<file path="config.mk">
export PLATFORM = sky130hd
export DESIGN_NAME = fetch_unit
export DESIGN_NICKNAME = d
export VERILOG_FILES = /design/src/rtl/fetch_unit.sv
export SDC_FILE = /design/constraint.sdc
export NUM_CORES = 1
export LEC_CHECK = 0
export BUFFER_PORTS_ARGS = -buffer_cell sky130_fd_sc_hd__buf_2
export CAP_MARGIN = 10
export CORE_ASPECT_RATIO = 1.4
export CORE_UTILIZATION = 50
export DETAILED_ROUTE_END_ITERATION = 16
export GPL_TIMING_DRIVEN = 0
export HOLD_SLACK_MARGIN = 0.15
export PLACE_DENSITY = 0.78
export SYNTH_ARGS = -nofsm -noshare
export SYNTH_HDL_FRONTEND = slang
export SYNTH_SLANG_ARGS = --single-unit
</file>
<file path="constraint.sdc">
create_clock -name clk_i -period 1.86 [get_ports clk_i]
set_input_delay 0.186 -clock clk_i [delete_from_list [all_inputs] [get_ports clk_i]]
set_output_delay 0.186 -clock clk_i [all_outputs]
set_load 0.005 [all_outputs]
</file>
<file path="src/rtl/fetch_unit.sv">
// Instruction-fetch stage: owns the PC, keeps one request outstanding to a
// variable-latency instruction memory and feeds {inst, pc, bubble} to IF/ID.
module fetch_unit #(
    parameter logic [31:0] RESET_PC = 32'h0000_0000,
    parameter logic [31:0] PC_STEP  = 32'd4
) (
    input  logic        clk_i,
    input  logic        rst_i,
    input  logic        stall_i,
    input  logic        branch_i,
    input  logic [31:0] branch_target_i,
    output logic        imem_req_o,
    output logic [31:0] imem_addr_o,
    input  logic        imem_ready_i,
    input  logic [31:0] imem_data_i,
    output logic [31:0] inst_o,
    output logic [31:0] pc_o,
    output logic        bubble_o
);

    typedef enum logic [1:0] {
        FETCH = 2'd0,
        HOLD  = 2'd1,
        DRAIN = 2'd2
    } state_t;

    state_t      state, state_next;
    logic [31:0] pc_r, pc_next;
    logic [31:0] hold_r, hold_next;
    logic [31:0] drain_addr_r, drain_addr_next;

    always_ff @(posedge clk_i or negedge rst_i) begin
        if (!rst_i) begin
            state        <= FETCH;
            pc_r         <= RESET_PC;
            hold_r       <= 32'd0;
            drain_addr_r <= 32'd0;
        end else begin
            state        <= state_next;
            pc_r         <= pc_next;
            hold_r       <= hold_next;
            drain_addr_r <= drain_addr_next;
        end
    end

    always_comb begin
        state_next      = state;
        pc_next         = pc_r;
        hold_next       = hold_r;
        drain_addr_next = drain_addr_r;
        imem_req_o      = 1'b1;
        imem_addr_o     = pc_r;
        inst_o          = 32'd0;
        pc_o            = 32'd0;
        bubble_o        = 1'b1;

        unique case (state)
            FETCH: begin
                inst_o   = imem_data_i;
                pc_o     = pc_r;
                bubble_o = !imem_ready_i || branch_i;
                if (branch_i) begin
                    pc_next = branch_target_i;
                    // An unfinished request must still complete before the new one issues.
                    if (!imem_ready_i) begin
                        state_next      = DRAIN;
                        drain_addr_next = pc_r;
                    end
                end else if (imem_ready_i && !stall_i) begin
                    pc_next = pc_r + PC_STEP;
                end else if (imem_ready_i && stall_i) begin
                    hold_next  = imem_data_i;
                    state_next = HOLD;
                end
            end
            HOLD: begin
                imem_req_o = 1'b0;
                inst_o     = hold_r;
                pc_o       = pc_r;
                bubble_o   = branch_i;
                if (branch_i) begin
                    pc_next    = branch_target_i;
                    state_next = FETCH;
                end else if (!stall_i) begin
                    pc_next    = pc_r + PC_STEP;
                    state_next = FETCH;
                end
            end
            DRAIN: begin
                imem_addr_o = drain_addr_r;
                if (branch_i) begin
                    pc_next = branch_target_i;
                end
                if (imem_ready_i) begin
                    state_next = FETCH;
                end
            end
            default: begin
                state_next = FETCH;
            end
        endcase

        // Reset forces the IF/ID-facing outputs regardless of the registered state.
        if (!rst_i) begin
            imem_req_o = 1'b0;
            inst_o     = 32'd0;
            pc_o       = 32'd0;
            bubble_o   = 1'b1;
        end
    end

endmodule

</file>
### After elaboration in Yosys (flattened, before gate mapping)

Cells that the tools add are included.

| word-level totals | value |
|---|---|
| output and inout port bits | 98 |
| logic and storage cells | 52 |
| register bits | 98 |

| cells by class | value |
|---|---|
| add/subtract/negate cells | 1 |
| bitwise operators | 3 |
| equality and inequality tests | 9 |
| mux-type cells | 23 |
| reduce and logical (&&, ||, !) cells | 12 |

Operator list:

| kind | number |
|---|---|
| two-way mux 32 bit | 9 |
| one-hot mux 32 bit (3 select lines) | 1 |
| one-hot mux 32 bit (2 select lines) | 1 |
| adder 32 x 3 -> 32 bit (second input constant) | 1 |
| inequality test 3 bit (second input constant) | 5 |
| two-way mux 2 bit | 7 |
| AND reduction 4 bit | 2 |
| one-hot mux 2 bit (3 select lines) | 1 |
| AND reduction 5 bit | 1 |
| inequality test 2 bit (second input constant) | 2 |
| two-way mux 1 bit | 3 |
| inverter 1 bit | 3 |
| AND reduction 3 bit | 1 |
| nonzero test 3 bit | 1 |
| == test 2 x 1 -> 1 bit (second input constant) | 1 |
| == test 2 bit (second input constant) | 1 |
| logical AND 1 bit | 2 |
| zero test 1 bit | 2 |
| zero test 2 bit | 1 |
| one-hot mux 1 bit (2 select lines) | 1 |
| OR reduction 2 bit | 1 |
| logical OR 1 bit | 1 |

### Depth between registers and ports, before layout

| logic depth | value |
|---|---|
| depth in word-level cells | 5 |
| depth in mapped cells | 9 |
| mapped depth without buffers | 6 |

### Worst setup path before layout

OpenSTA, ideal clock, no wires.

| timing | value |
|---|---|
| path kind | flip-flop to flip-flop |
| start point | register pc_r[2] |
| end point | register pc_r[28] |
| library setup time | 0.079 ns |
| cell stages (with the launch flop) | 8 |
| arrival | 1.587 ns |
| clock period less this slack | 1.667 ns |
| slack | 0.193 ns |
| required time | 1.781 ns |
| buffers on the path | 1 |
| path through | dfrtp_1 ha_1 nand3_1 nor4_2 buf_4 nand3_1 a21oi_1 a2bb2oi_1 |

| on the way | value |
|---|---|
| word-level cells in the longest chain between the ends | 4 |
| elaborated cells between the ends (all ways) | 6 |

RTL lines:

| element | RTL line | source |
|---|---|---|
| start: declaration | 28 | `logic [31:0] pc_r, pc_next;` |
| start signal: assignment | 40 | `pc_r <= pc_next;` |
| adder 32 x 3 -> 32 bit (*) | 70, 85 |  |
| two-way mux 32 bit, on equally long branches | 84, 69 |  |
| two-way mux 32 bit, on equally long branches | 81, 62 |  |
| one-hot mux 32 bit (3 select lines) (*) | 57 | `unique case (state)` |

Every way passes the cells marked *; elsewhere a longest branch is shown, timed or not. The select of a mux whose other input is x is not followed.
A chain may end at the register's enable or synchronous reset.

### Worst setup path after layout

| timing | value |
|---|---|
| start point | register state[1] |
| end point | output imem_addr_o[16] |

| on the way | value |
|---|---|
| word-level cells in the longest chain between the ends | 2 |

RTL lines:

| element | RTL line | source |
|---|---|---|
| start: declaration | 27 | `state_t state, state_next;` |
| start signal: assignment | 39 | `state <= state_next;` |
| == test 2 bit | 57 |  |
| two-way mux 32 bit | 57 |  |
| end: declaration | 13 | `output logic [31:0] imem_addr_o,` |

No other way between the ends.

==> results.txt <==
----------------------------------------------------
[Detailed routing]
  Vias post-DR ... 5551
  DRC violation count after routing ... 0
  Overall routed net length ... 18200 µm
  Detail-routed net length per standard cell ... 19.3 µm
  Average vias per placed instance ... 5.87
  First-pass detailed-route iteration total ... 8
  Initial DRC count ... 423
  Final antenna-violating net count ... 0

[Die]
  Cell Rows ... 45
  Initial core utilization ... 51.9%
  Top-level port count ... 167
  Horizontal die dimension ... 92.0 µm
  Core ar. ... 10900 µm²
  Full die area ... 11800 µm²
  Vertical extent of the die ... 128 µm

[Setup path]
  Biggest cell delay along the critical path ... 0.35 ns
  Family with the most delay on the worst path ... buffers and inverters
  Cell at the slowest stage of the critical path ... dfrtp_1
  Kind of end point of the critical path ... primary output
  Startpoint type of the worst setup path ... flop
  Arrival @ worst endpoint ... 1.73 ns
  Required time worst endpoint ... 1.67 ns
  Buf/Inv on CP ... 4
  Endpoint of the lowest-slack register-to-register path ... hold_r[19]
  Path depth of the worst reg2reg path ... 7
  R2R Setup Slk ... -0.02 ns
  Critical Path Sink ... imem_addr_o[16]
  Start of the worst register-to-register path ... state[1]
  Crit Path Class ... flop to primary output
  Cells traversed along the worst timing path ... buf_6, nor2b_4, buf_12, clkbuf_16, mux2_2, buf_2
  Setup crit start ... state[1]
  Largest fanout on the critical path ... 8
  Levels on crit path ... 6

[Final layout]
  Relative area change from synthesis to final layout ... 47.4%
  Layout cell share with drive strength beyond 1 ... 49.0%
  Commonest cells after routing, fill and taps aside ... buf_2 (151), dfrtp_1 (91), mux2_2 (72)
  Final core utilization ... 76.4%
  Area occupied by registers ... 2460 µm²
  Fillers ... 716
  Count of nets after finishing ... 869
  Multi-input gate area ... 3160 µm²
  Most common cell after layout, fill and taps aside ... buf_2

[STA]
  Highest Clock Rate ... 522 MHz
  Final Slew Violations ... 0
  Final setup violation count ... 34
  Actual slew at the worst max-slew pin ... 0.494 ns
  Worst Clk Skew ... 0.00852 ns
  Fin Setup TNS ... -0.867 ns
  Least setup slack across all paths after layout ... -0.0562 ns
  Worst slew margin ... 66.9%
  Unrepaired setup endpoints after global routing ... true
  Final period util ... 103%
  Shortest period the worst path allows ... 1.92 ns
  Fin. Hold Viols ... 6
  Hold slack final ... -0.00611 ns

[Synth]
  Count of distinct cell types in the synthesized netlist ... 50
  Number of warnings printed during yosys synthesis ... 0
  Top flip-flop cell by instance count after synthesis ... dfrtp_1
  Avg Cell Area, Syn ... 10.4 µm²
  Ys async rst share ... 100%
  Net count after synthesis ... 617
  Synth Register Bits ... 98
  Count of flip-flops with a built-in enable after synthesis ... 0
  Proportion of synthesized chip area in sequential cells ... 43.3%
  Cells after Synth ... 547
  Post-Synthesis Cell Area ... 5660 µm²

[Pwr]
  Power Dens Cells ... 885 nW/µm²
  Peak supply drop ... 557 µV
  LEAKAGE ... 3.78 nW

[Clock network]
  TritonCTS sink count ... 98
  TritonCTS clock tree ... done
  Post-cts hold buffer count ... 48
  Latest clock arrival within the worst-skew pair ... 0.35 ns
  Master cell of the clock root buffer ... clkbuf_16
  Maximum root-to-sink buffer count ... 2
  Clock input transition at the sequential cells of the worst setup and hold paths ... 0.07 ns
  Cts bufs inserted ... 9
  Deepest level of the CTS H-tree ... 3

[Placement]
  Port Buffers ... 166
  GP Congestion ... 0.909
  Placed wire-length estimate ... 11300 µm

[Global routing]
  Pin count of the biggest net entering global routing ... 61
  Vias in the first global route ... 5599
  Wire length of the first global-routing pass ... 27700 µm
  Total GRT Usage ... 30.3%
  GRT Residual Overflow ... 0
  Initial antenna violation count ... 0

[Flow run]
  Max_cap viols ... 0

[Status]
  Failing checks ... hold timing, setup timing
  Status ... finished with violations

[Worst hold path]
  Class of the worst hold path ... primary input to asynchronous set/reset pin

----------------------------------------------------
## routing by layer
metal | GRT usage, % | part of all wire [%] | up-vias
met5 | 0 | 0 | -
met4 | 17.9 | 4.1 | 0
met3 | 5.10 | 7.0 | 63
met2 | 55.1 | 53 | 302
met1 | 32.7 | 36 | 2703
li1 | - | - | 2483
## power by group
group	leakage (nW)	switching, W	internal, W
clock	0.148	0.000829	0.00112
combinational	2.50	0.000999	0.00140
sequential	1.13	0.000399	0.00264
## flip-flops by register name (all words and copies together) (netlist names)
signal and cells:
drain_addr_r 32, hold_r 32, pc_r 32, state 2
## synthesized netlist by cell type (3+ instances only)
cell       instances  share of area [%]
nor2_1            51                3.4
a2bb2oi_1          9                1.4
a211oi_1           3               0.40
nor2b_1            3               0.33
mux2_2            92                 18
nor3_1             6               0.53
inv_1              4               0.26
a311oi_1           3               0.46
mux2i_1           32                5.7
nand2_1           34                2.3
buf_6              3               0.60
and3_1             4               0.44
and4_1             5               0.77
clkbuf_8           3               0.73
dfrtp_1           98                 43
buf_2             23                2.0
nand4_1            7               0.77
o22ai_1           14                1.5
a21oi_1           34                3.0
and2_1            30                3.3
clkbuf_1          11               0.73
nand3_1           19                1.7
or3_1              4               0.44
o21ai_0           19                1.7
## worst reg2reg max path, stage by stage, from the launching register on
cell and delay, ns:
dfrtp_1 0.38, buf_6 0.13, buf_4 0.13, buf_4 0.13, nor2_1 0.14, nand4b_1 0.26, buf_4 0.29, mux2_2 0.30
## kinds of logic (layout without fill, tap and decap cells)
group           count (synthesis)  count (layout)  share of synthesized area [%]
simple gates                  178             178                           16.6
mux                           126             126                           24.3
flops                          98              98                           43.3
compound gates                 96              96                           10.7
buf+inv                        48             305                           4.84
fa+ha+maj                       1               1                          0.221
other cells                     0               1                              0
## how the worst min path moves through the flow
stage,from,slack (ns),end
finish,rst_i,-0.006,drain_addr_r[12]
global route,rst_i,0.03,pc_r[10]
CTS,rst_i,0.007,drain_addr_r[12]
detailed placement,rst_i,0.22,drain_addr_r[10]
global placement,branch_target_i[0],0.38,pc_r[0]
floorplan,rst_i,-0.11,drain_addr_r[0]
## through the flow
step / instance area [µm²] / power (W) / instances / hold WS, ns / setup slack (ns)
final: 8350 / 0.00739 / 946 / -0.00611 / -0.0562
after global routing: 8340 / 0.00772 / 945 / 0.0288 / -0.0990
after CTS: 7940 / 0.00709 / 930 / 0.00701 / -0.0621
after detailed placement: 6700 / 0.00485 / 855 / 0.221 / -0.372
after global placement: 6670 / 0.00475 / 854 / 0.385 / -1.59
after floorplan: 5660 / 0.00412 / 547 / -0.110 / 0.193
## area by class of cell
type / instances / area share (%)
sequential: 98 / 29.5
timing repair buffer: 243 / 21.2
antenna: 1 / 0.0300
inverter: 4 / 0.240
multi-input combinational: 401 / 37.8
buffer: 42 / 5.35
clock buffer: 11 / 3.03
tap: 141 / 2.11
clock inverter: 5 / 0.750
## timing repair
| action | in CTS | in global routing |
|---|---|---|
| pin swaps | 2 | 10 |
| resized for setup | 80 | 81 |
| buffers inserted | 10 | 14 |
| endpoints found under the hold margin | 141 | 57 |
| endpoints found under the setup margin | 153 | 160 |
| cloned | 1 | 3 |
Power figures use the tool's default switching activity.
